--- src/rtl/fetch_stage.sv ---
// DLX instruction fetch with IF/ID register: PC update, memory wait tracking, redirects from ID and EX.
// One cycle fetch-to-IF/ID; stall holds PC and IF/ID, but an EX redirect overrides stall.
module fetch_stage #(
  parameter logic [31:0] RESET_PC   = 32'h0000_0000,
  parameter int unsigned WAIT_LIMIT = 16
) (
  input  logic        clk,
  input  logic        reset_n,
  output logic [31:0] i_address,
  output logic        i_read_enable,
  input  logic [31:0] i_data_read,
  input  logic        i_mem_ready,
  input  logic        stall,
  input  logic        redirect_id,
  input  logic [31:0] target_id,
  input  logic        redirect_ex,
  input  logic [31:0] target_ex,
  output logic [31:0] id_instr,
  output logic [31:0] id_pc_plus4,
  output logic        id_valid,
  output logic        fetch_timeout
);

  typedef enum logic [1:0] {
    ST_BOOT = 2'd0,
    ST_RUN  = 2'd1,
    ST_WAIT = 2'd2
  } state_t;

  localparam logic [15:0] CNT_MAX = 16'hFFFF;

  state_t      state_q, state_d;
  logic [31:0] pc_q, pc_d;
  logic [15:0] wait_cnt_q, wait_cnt_d;
  logic [31:0] instr_d, pc4_d;
  logic        valid_d, timeout_d;
  logic [31:0] pc_plus4;

  assign i_address = pc_q;
  assign pc_plus4  = pc_q + 32'd4;

  always_ff @(posedge clk or negedge reset_n) begin
    if (!reset_n) begin
      state_q       <= ST_BOOT;
      pc_q          <= RESET_PC;
      wait_cnt_q    <= 16'h0;
      id_instr      <= 32'h0;
      id_pc_plus4   <= 32'h0;
      id_valid      <= 1'b0;
      fetch_timeout <= 1'b0;
    end else begin
      state_q       <= state_d;
      pc_q          <= pc_d;
      wait_cnt_q    <= wait_cnt_d;
      id_instr      <= instr_d;
      id_pc_plus4   <= pc4_d;
      id_valid      <= valid_d;
      fetch_timeout <= timeout_d;
    end
  end

  always_comb begin
    state_d       = state_q;
    pc_d          = pc_q;
    wait_cnt_d    = wait_cnt_q;
    instr_d       = id_instr;
    pc4_d         = id_pc_plus4;
    valid_d       = id_valid;
    timeout_d     = fetch_timeout;
    i_read_enable = (state_q != ST_BOOT);

    if (state_q == ST_BOOT) begin
      instr_d = 32'h0;
      pc4_d   = 32'h0;
      valid_d = 1'b0;
      state_d = ST_RUN;
    end else if (redirect_ex) begin
      // EX holds the older instruction, so its redirect wins even over a stall
      pc_d       = {target_ex[31:2], 2'b00};
      instr_d    = 32'h0;
      pc4_d      = 32'h0;
      valid_d    = 1'b0;
      state_d    = ST_RUN;
      wait_cnt_d = 16'h0;
    end else if (stall) begin
      state_d = state_q;
    end else if (redirect_id) begin
      pc_d       = {target_id[31:2], 2'b00};
      instr_d    = 32'h0;
      pc4_d      = 32'h0;
      valid_d    = 1'b0;
      state_d    = ST_RUN;
      wait_cnt_d = 16'h0;
    end else if (i_mem_ready) begin
      instr_d    = i_data_read;
      pc4_d      = pc_plus4;
      valid_d    = 1'b1;
      pc_d       = pc_plus4;
      state_d    = ST_RUN;
      wait_cnt_d = 16'h0;
    end else begin
      instr_d = 32'h0;
      pc4_d   = 32'h0;
      valid_d = 1'b0;
      if (state_q == ST_WAIT) begin
        if (wait_cnt_q != CNT_MAX) begin
          wait_cnt_d = wait_cnt_q + 16'd1;
        end
        if ({16'h0, wait_cnt_d} >= WAIT_LIMIT) begin
          timeout_d = 1'b1;
        end
      end else begin
        state_d = ST_WAIT;
      end
    end
  end

endmodule

--- config.mk ---
export PLATFORM = sky130hd
export DESIGN_NAME = fetch_stage
export DESIGN_NICKNAME = d
export VERILOG_FILES = /design/src/rtl/fetch_stage.sv
export SDC_FILE = /design/constraint.sdc
export NUM_CORES = 1
export LEC_CHECK = 0
export CELL_PAD_IN_SITES_DETAIL_PLACEMENT = 1
export CELL_PAD_IN_SITES_GLOBAL_PLACEMENT = 1
export CORE_MARGIN = 2
export CORE_UTILIZATION = 34
export DETAILED_ROUTE_END_ITERATION = 16
export GPL_TIMING_DRIVEN = 0
export PLACE_DENSITY_LB_ADDON = 0.1
export SETUP_SLACK_MARGIN = 0.4
export SLEW_MARGIN = 20
export SYNTH_ARGS = -nofsm -noshare
export SYNTH_HDL_FRONTEND = slang
export SYNTH_SLANG_ARGS = --single-unit
--- constraint.sdc ---
create_clock -name clk -period 2.29 [get_ports clk]
set_input_delay 0.3435 -clock clk [delete_from_list [all_inputs] [get_ports clk]]
set_output_delay 0.3435 -clock clk [all_outputs]
set_load 0.03 [all_outputs]
# After elaboration in Yosys (flattened, before gate mapping)
# Index checks and enable logic that the tools add are counted.
# classes
addsub,2
order_cmp,1
eq_ne,5
mux,37
n_bitwise,5
reduce_logical,8
# op_table
operator,count
32-bit 2-to-1 mux,14
16-bit 2-to-1 mux,12
"32-bit by 3-bit adder with 32-bit output, second input constant",1
"16-bit by 1-bit adder with 16-bit output, second input constant",1
"16-bit by 5-bit >= comparator with 1-bit output, second input constant",1
"16-bit inequality test, second input constant",1
2-bit 2-to-1 mux,6
7-bit AND reduction,1
3-bit AND reduction,2
1-bit 2-to-1 mux,5
"5-bit inequality test, second input constant",1
1-bit NOT,5
4-bit nonzero test,1
"3-bit by 1-bit inequality test with 1-bit output, second input constant",1
3-bit nonzero test,1
"2-bit == test, second input constant",1
2-bit logical NOT,1
"2-bit by 1-bit inequality test with 1-bit output, second input constant",1
2-bit AND reduction,1
2-bit nonzero test,1
# totals
reg_bits,116
out_inout_bits,99
wordCells,65

# Depth between registers and ports, before layout
# Gate-level depths: netlist of run 1.
# logic_depth
depth_word,13
ltp_mapped,8
depth_no_buf,7

# Least setup slack after synthesis of run 1
# No wires, ideal clock.
# synth_timing
path_kind,reg-to-reg
from,"reg pc_q[15], in the netlist i_address[15]"
to,"reg pc_q[30], in the netlist i_address[30]"
t_arrival_ps,2174
t_required_ps,2156
setup_slack_ps,-18
path_stages_with_launch,8
path_buffers,1
synth_period_minus_slack_ps,2308
cell_sequence,dfrtp_1 buf_6 nand3_1 or4_4 nor4_4 nand3_1 xor2_1 o22ai_2
# synth_via
elab_chain_len,5
# synth_lines
item,line_no,rtl
start: declaration,33,"logic [31:0] pc_q, pc_d;"
start signal: assignment,53,pc_q <= pc_d;
32-bit by 3-bit adder with 32-bit output,40,assign pc_plus4 = pc_q + 32'd4;
32-bit 2-to-1 mux,94,end else if (i_mem_ready) begin
32-bit 2-to-1 mux,87,end else if (redirect_id) begin
32-bit 2-to-1 mux,85,end else if (stall) begin
32-bit 2-to-1 mux,77,end else if (redirect_ex) begin
# Every way passes these cells. The select of a mux whose other input is x is not followed.
# A chain may end at the register's enable or synchronous reset.

# Worst setup path in the final report of run 1
# layout_timing
from,reg wait_cnt_q[4]
to,reg fetch_timeout
# layout_via
elab_chain_len,10
# layout_lines
item,line_no,rtl
start: declaration,34,"logic [15:0] wait_cnt_q, wait_cnt_d;"
start signal: assignment,54,wait_cnt_q <= wait_cnt_d;
16-bit by 1-bit adder with 16-bit output / 16-bit inequality test (equally long branches),"107, 106",
16-bit 2-to-1 mux (*),106,if (wait_cnt_q != CNT_MAX) begin
16-bit 2-to-1 mux (*),105,if (state_q == ST_WAIT) begin
16-bit 2-to-1 mux (*),94,
16-bit 2-to-1 mux (*),87,
16-bit 2-to-1 mux (*),85,
16-bit 2-to-1 mux (*),77,
16-bit 2-to-1 mux (*),72,if (state_q == ST_BOOT) begin
16-bit by 5-bit >= comparator with 1-bit output (*),109,"if ({16'h0, wait_cnt_d} >= WAIT_LIMIT) begin"
7-bit AND reduction (no source line) (*),n/a,
end signal: assignment,58,fetch_timeout <= timeout_d;
end: declaration,21,output logic fetch_timeout
# Every way passes the cells marked *; elsewhere a longest branch is shown, timed or not. The select of a mux whose other input is x is not followed.

==> results.py, run 1 <==
metrics = {
    "status": {
        "status": "completed",
    },
    "sta": {
        "fmax_ghz": 0.4584,
        "report.final.slew_viol_count": 0,
        "fin_worst_skew_ps": 5.213,
        "fin_crit_ps": 2182,
        "slew_headroom_pct": 52.14,
        "min_period_over_period_pct": 95.27,
        "post-route-worst-setup-slack_ps": 108.4,
        "tightest_slew_ps": 717.9,
        "hold_viol_final": 0,
        "grt_setup_unrepaired": "true",
        "setup_viol": 0,
    },
    "global_route": {
        "grt_max_degree": 77,
        "overflow": 0,
        "grt_pass1_wl_mm": 36.02,
        "grt.total_usage_pct": 25.90,
        "grt_pass1_vias": 6458,
        "antenna_found_initial": 0,
    },
    "clock_network": {
        "numCtsBuffers": 17,
        "cts_tree": "built",
        "cts_root_buf": "clkbuf_16",
        "max-clock-path-buffers": 2,
        "h-tree-depth": 4,
        "clock_latency_ps": 420,
        "cts.sinks": 113,
        "clk_pin_slew_ps": 60,
    },
    "critical_path": {
        "cp-startpoint": "wait_cnt_q[4]",
        "reg2reg_to": "fetch_timeout",
        "r2r_setup_slack_ps": 110,
        "slowest_stage": "dfrtp_1",
        "path_class": "register to register",
        "cp_data_required_time_ps": 2600,
        "critPathTopFamily": "simple AND/OR/NAND/NOR gates",
        "path_cells": "clkbuf_8, nand4_1, buf_4, or2_1, o21a_1, nor3_1, nand4_1, o32a_1",
        "cpPeakStageDelay_ps": 340,
        "cp_common_cell": "nand4_1",
        "end_kind": "register",
        "worstPathArrival_ps": 2490,
        "cp.depth": 8,
        "worstRegToRegCells": 8,
        "crit_fanout": 9,
        "start_kind": "register",
        "rr_startpoint": "wait_cnt_q[4]",
        "crit_path_end": "fetch_timeout",
        "cp_num_buf_inv": 2,
    },
    "floorplan": {
        "start_util_pct": 34.69,
        "num_rows": 47,
        "dieArea_sq_um": 17910,
        "fp.dieW_microns": 133.8,
        "coreArea_sq_um": 16520,
        "num_io_pins": 201,
        "die_h_microns": 133.8,
    },
    "yosys": {
        "synth-edff-count": 0,
        "syn_avg_cell_area_sq_um": 9.505,
        "async_flop_share_pct": 100.0,
        "yosysMostFrequentCell": "dfrtp_1",
        "yosys_most_used_dff": "dfrtp_1",
        "syn-cell-area_sq_um": 5732,
        "synth-seq-cells": 113,
        "syn_inst": 603,
        "yosysWarnings": 0,
        "netlist.area_leader.share_pct": 49.33,
        "ys_seq_area_share_pct": 49.33,
        "yosys.area.top_type": "dfrtp_1",
        "synth_common_cells": "dfrtp_1, nand2_1, o21ai_0",
        "synth_area_leaders": "dfrtp_1, o21ai_0, a22o_1, nand2_1, nor2_1",
        "ys_types": 60,
    },
    "cells_and_area": {
        "layout-drive-gt1-share_pct": 26.69,
        "fin_area_sq_um": 9677,
        "area_growth_pct": 68.83,
        "nFillCells": 1788,
        "antenna_cells": 0,
        "nNetsFinal": 994,
    },
    "detailed_routing": {
        "drtIter0Drc": 382,
        "routed_wl_mm": 24.13,
        "postRouteAntennaNets": 0,
        "vias": 6238,
        "wire_per_inst_microns": 21.49,
        "dr.pass1.iters": 6,
        "drc": 0,
        "routed_via_density": 5.555,
    },
    "pwr": {
        "leakagePower_nw": 4.206,
        "vdd_drop_max_uv": 571.4,
        "powerDensity_nw_per_um2": 688.2,
    },
    "hold_path": {
        "hold_class": "primary input to asynchronous set/reset pin",
    },
    "place": {
        "place.gp.congestion": 0.8408,
        "dp_hpwl_mm": 15.96,
        "dpl_cell_area_sq_um": 8085,
        "pre_cts_ws_ps": -899.8,
        "place.port_buffers": 193,
    },
    "run": {
        "max-cap-violations": 0,
    },
}
==> worst register-to-register path, cell delays in order (launching register included) <==
cell and delay (ps):
dfrtp_1 340, clkbuf_8 150, nand4_1 150, buf_4 190, or2_1 290, o21a_1 220
nor3_1 240, nand4_1 160, o32a_1 310
==> flip-flops by register name (all words and copies together) (netlist names) <==
register       cells
fetch_timeout      1
i_address         30
id_instr          32
id_pc_plus4       31
id_valid           1
state_q            2
wait_cnt_q        16
==> power breakdown <==
group | internal, mW | switching [mW] | total (mW)
sequential | 2.13 | 0.195 | 2.33
combinational | 0.726 | 0.852 | 1.58
clock | 1.74 | 1.02 | 2.75
total | 4.59 | 2.07 | 6.66
==> final cells by class <==
cell class                 count  area (sq um)  area share [%]
timing repair buffer         267          2536           26.21
clock buffer                  19         442.9           4.577
sequential                   113          2861           29.57
buffer                        39         261.5           2.702
inverter                       7         26.28          0.2715
clock inverter                13         161.4           1.668
tap                          220         275.3           2.845
multi-input combinational    445          3112           32.16
==> cell families (layout without fill, tap and decap cells) <==
| group | count (synthesis) | after routing | share of synthesized area [%] |
|---|---|---|---|
| AOI/OAI and AO/OA | 187 | 187 | 22.03 |
| xor gates and xnor gates | 31 | 31 | 4.737 |
| adders and majority gates | 2 | 2 | 0.4365 |
| buffers and inverters | 46 | 345 | 3.798 |
| DFF | 113 | 113 | 49.33 |
| muxes | 4 | 4 | 0.7204 |
| other | 1 | 2 | 0.06543 |
| and+or+nand+nor | 219 | 219 | 18.88 |
==> layer usage <==
layer  vias up  routed length, microns  track usage (%)  part of all wire (%)
met4         0                     705            9.456                   2.9
met2       287                   11610            41.79                    48
met3        50                    1953            7.181                   8.1
met5         -                       0                0                     0
li1       2792                       -                -                     -
met1      3109                    9866            33.37                    41
==> worst min-delay path by stage <==
stage	end	slack [ps]	startpoint
after floorplan	fetch_timeout	50	reset_n
after global placement	id_valid	470	id_valid
after detailed placement	id_pc_plus4[13]	280	reset_n
after CTS	id_pc_plus4[13]	420	reset_n
after global routing	id_pc_plus4[12]	440	reset_n
final	id_pc_plus4[13]	400	reset_n
==> timing repair <==
| item | 4_1_cts | 5_1_grt |
|---|---|---|
| gates resized for setup | 84 | 87 |
| pin swaps | 10 | 28 |
| hold buffers | 1 | 0 |
| hold endpoints to repair | 37 | 0 |
| setup endpoints to repair | 130 | 108 |
| buffers inserted | 23 | 49 |
==> stage by stage <==
step	power (mW)	utilization, %	hold slack (ps)	setup TNS, ps	std cells
floorplan	2.957	-	47.91	0	604
global route	6.891	58.56	444.5	0	1123
CTS	6.429	54.72	416.3	0	1074
global placement	3.590	48.72	465.6	-470080	1017
detailed placement	3.632	48.93	275.6	-29200	1018
finish	6.660	58.56	404.8	0	1123
==> cells in the final DEF (no fill, tap or decap), drive strengths merged, types with 8 or more instances in the layout <==
master | netlist | final
clkdlybuf4s50 | 0 | 163
and3 | 17 | 17
dlygate4sd2 | 0 | 22
a21oi | 25 | 25
clkbuf | 28 | 46
a22o | 35 | 35
nand2 | 71 | 71
xor2 | 16 | 16
nor3 | 14 | 14
nand4 | 14 | 14
a211oi | 9 | 9
nor2 | 59 | 59
nand3 | 22 | 22
inv | 7 | 8
o21ai | 72 | 72
buf | 11 | 87
a221o | 10 | 10
xnor2 | 15 | 15
dfrtp | 113 | 113
Note: power is estimated with default switching activity, not from simulation.
==> run 2: changes to the inputs <==
Settings changed: SLEW_MARGIN 20 to 10.
==> run 2 against run 1 <==
  * Worst hold slack better by 1.5 ps
  * Register-to-register slack improved by 50 ps
  * Sequential power barely moved
  * Largest cell class unchanged
  * Utilization down 0.18 points
  * Critical endpoint is now i_address[31]
  * Critical path type unchanged
==> results.py, run 2 (same netlist as run 1, synthesis figures left out) <==
metrics = {
    "clock_network": {
        "clock_latency_ps": 430,
        "cts_root_buf": "clkbuf_16",
        "h-tree-depth": 4,
        "numCtsBuffers": 17,
        "cts_tree": "built",
        "clk_pin_slew_ps": 60,
        "cts.sinks": 113,
        "max-clock-path-buffers": 2,
    },
    "cells_and_area": {
        "final_cells": 1112,
        "antenna_cells": 0,
        "nFillCells": 1776,
        "multiInputGateArea_sq_um": 3137,
        "layout-drive-gt1-share_pct": 26.23,
        "area_growth_pct": 68.30,
        "nNetsFinal": 983,
        "seq_area_sq_um": 2864,
        "largest_register_ffs": 32,
        "most-common-layout-cells": "clkdlybuf4s50_1, dfrtp_1, nand2_1",
        "final_util_pct": 58.38,
        "regMostFlops": "id_instr",
        "layout_commonest_cell": "clkdlybuf4s50_1",
    },
    "detailed_routing": {
        "drc": 0,
        "drtIter0Drc": 381,
        "vias": 6264,
        "wire_per_inst_microns": 21.63,
        "routed_via_density": 5.633,
        "postRouteAntennaNets": 0,
        "dr.pass1.iters": 6,
        "routed_wl_mm": 24.05,
    },
    "critical_path": {
        "path_cells": "nand4_4, or4_4, buf_12, nor4_4, buf_4, nand3_2, xor2_2, o22ai_1",
        "worstRegToRegCells": 8,
        "crit_fanout": 3,
        "cp_data_required_time_ps": 2580,
        "cpPeakStageDelay_ps": 630,
        "worstPathArrival_ps": 2420,
        "rr_startpoint": "i_address[12]",
        "end_kind": "register",
        "start_kind": "register",
        "r2r_setup_slack_ps": 160,
        "reg2reg_to": "i_address[31]",
        "slowest_stage": "or4_4",
        "path_class": "register to register",
    },
    "floorplan": {
        "fp.dieW_microns": 133.8,
        "coreArea_sq_um": 16520,
        "num_rows": 47,
        "dieArea_sq_um": 17910,
        "die_h_microns": 133.8,
        "start_util_pct": 34.69,
        "num_io_pins": 201,
    },
    "sta": {
        "report.final.slew_viol_count": 0,
        "fin_worst_skew_ps": 8.105,
        "slew_headroom_pct": 49.60,
        "hold_ws_ps": 406.3,
        "grt_setup_unrepaired": "true",
        "fmax_ghz": 0.4702,
        "tightest_slew_ps": 756.0,
        "hold_viol_final": 0,
        "min_period_over_period_pct": 92.87,
        "fin_crit_ps": 2127,
        "setup_viol": 0,
    },
    "place": {
        "place.gp.congestion": 0.8408,
        "place.port_buffers": 193,
        "dp_hpwl_mm": 15.95,
        "dpl.cell_count": 1018,
    },
    "pwr": {
        "total_power_mw": 6.649,
        "vdd_drop_max_uv": 531.9,
        "leakagePower_nw": 4.201,
        "powerDensity_nw_per_um2": 689.2,
    },
    "global_route": {
        "grt_pass1_vias": 6688,
        "antenna_found_initial": 0,
        "overflow": 0,
        "grt.total_usage_pct": 26.37,
        "grt_max_degree": 78,
        "grt_pass1_wl_mm": 36.70,
    },
    "status": {
        "status": "completed",
    },
    "hold_path": {
        "hold_class": "primary input to asynchronous set/reset pin",
    },
    "run": {
        "max-cap-violations": 0,
    },
}
-- run 2: changes by cell type in the layout (fill, tap and decap cells not counted), moves of 3 or more --
cell             previous run  this run
buf_4                      67        58
clkdlybuf4s50_1           163       158
dlymetal6s2s_1              6        10
xor2_2                      5         2
-- run 2: routing by layer --
| metal | track usage, % | part of all wire (%) |
|---|---|---|
| met3 | 7.370 | 6.7 |
| met5 | 0 | 0 |
| met1 | 33.35 | 42 |
| met2 | 43.08 | 48 |
| met4 | 10.05 | 2.7 |
-- run 2: area by class of cell --
cell class | count | share of cell area, %
buffer | 39 | 2.724
clock buffer | 19 | 4.591
clock inverter | 13 | 1.907
inverter | 7 | 0.2724
multi-input combinational | 445 | 32.52
sequential | 113 | 29.69
tap | 220 | 2.853
timing repair buffer | 256 | 25.45
-- run 2: through the flow --
stage               area [sq um]  setup TNS, ps  setup WS [ps]
floorplan                   5844              0          209.6
global placement            8051        -470080          -4145
detailed placement          8080         -53020         -924.2
CTS                         9279              0          179.1
global route                9647              0          95.61
finish                      9647              0          163.2
-- run 2: worst max-delay path by stage --
stage                             start             to  cells after the start
after global placement          reset_n   i_address[2]                      1
after CTS                 i_address[13]  i_address[31]                      7
after global routing      i_address[13]  i_address[31]                      8
after floorplan           i_address[15]  i_address[23]                      7
after detailed placement    redirect_id  i_address[25]                      7
final                     i_address[12]  i_address[31]                      8
-- run 2: power by group --
part	internal [mW]	switching (mW)	leakage (nW)
registers	2.13	0.203	1.47
logic	0.651	0.818	2.43
clock network	1.85	0.995	0.300
total	4.63	2.02	4.20
-- run 2: what timing repair did --
action / in CTS / in global routing
hold endpoints to repair: 36 / 0
buffers inserted: 36 / 25
hold buffers: 1 / 0
pin swaps: 30 / 28
gates cloned: 0 / 0
endpoints found under the setup margin: 134 / 84
resized for setup: 113 / 72
-- run 2: critical path, delay by kind of cell, from the launching register on --
family	cells	cell delay, ps
XOR/XNOR	1	180
AND/OR/NAND/NOR	4	1000
flip-flops	1	380
buffers and inverters	2	350
AO/OA/AOI/OAI	1	90
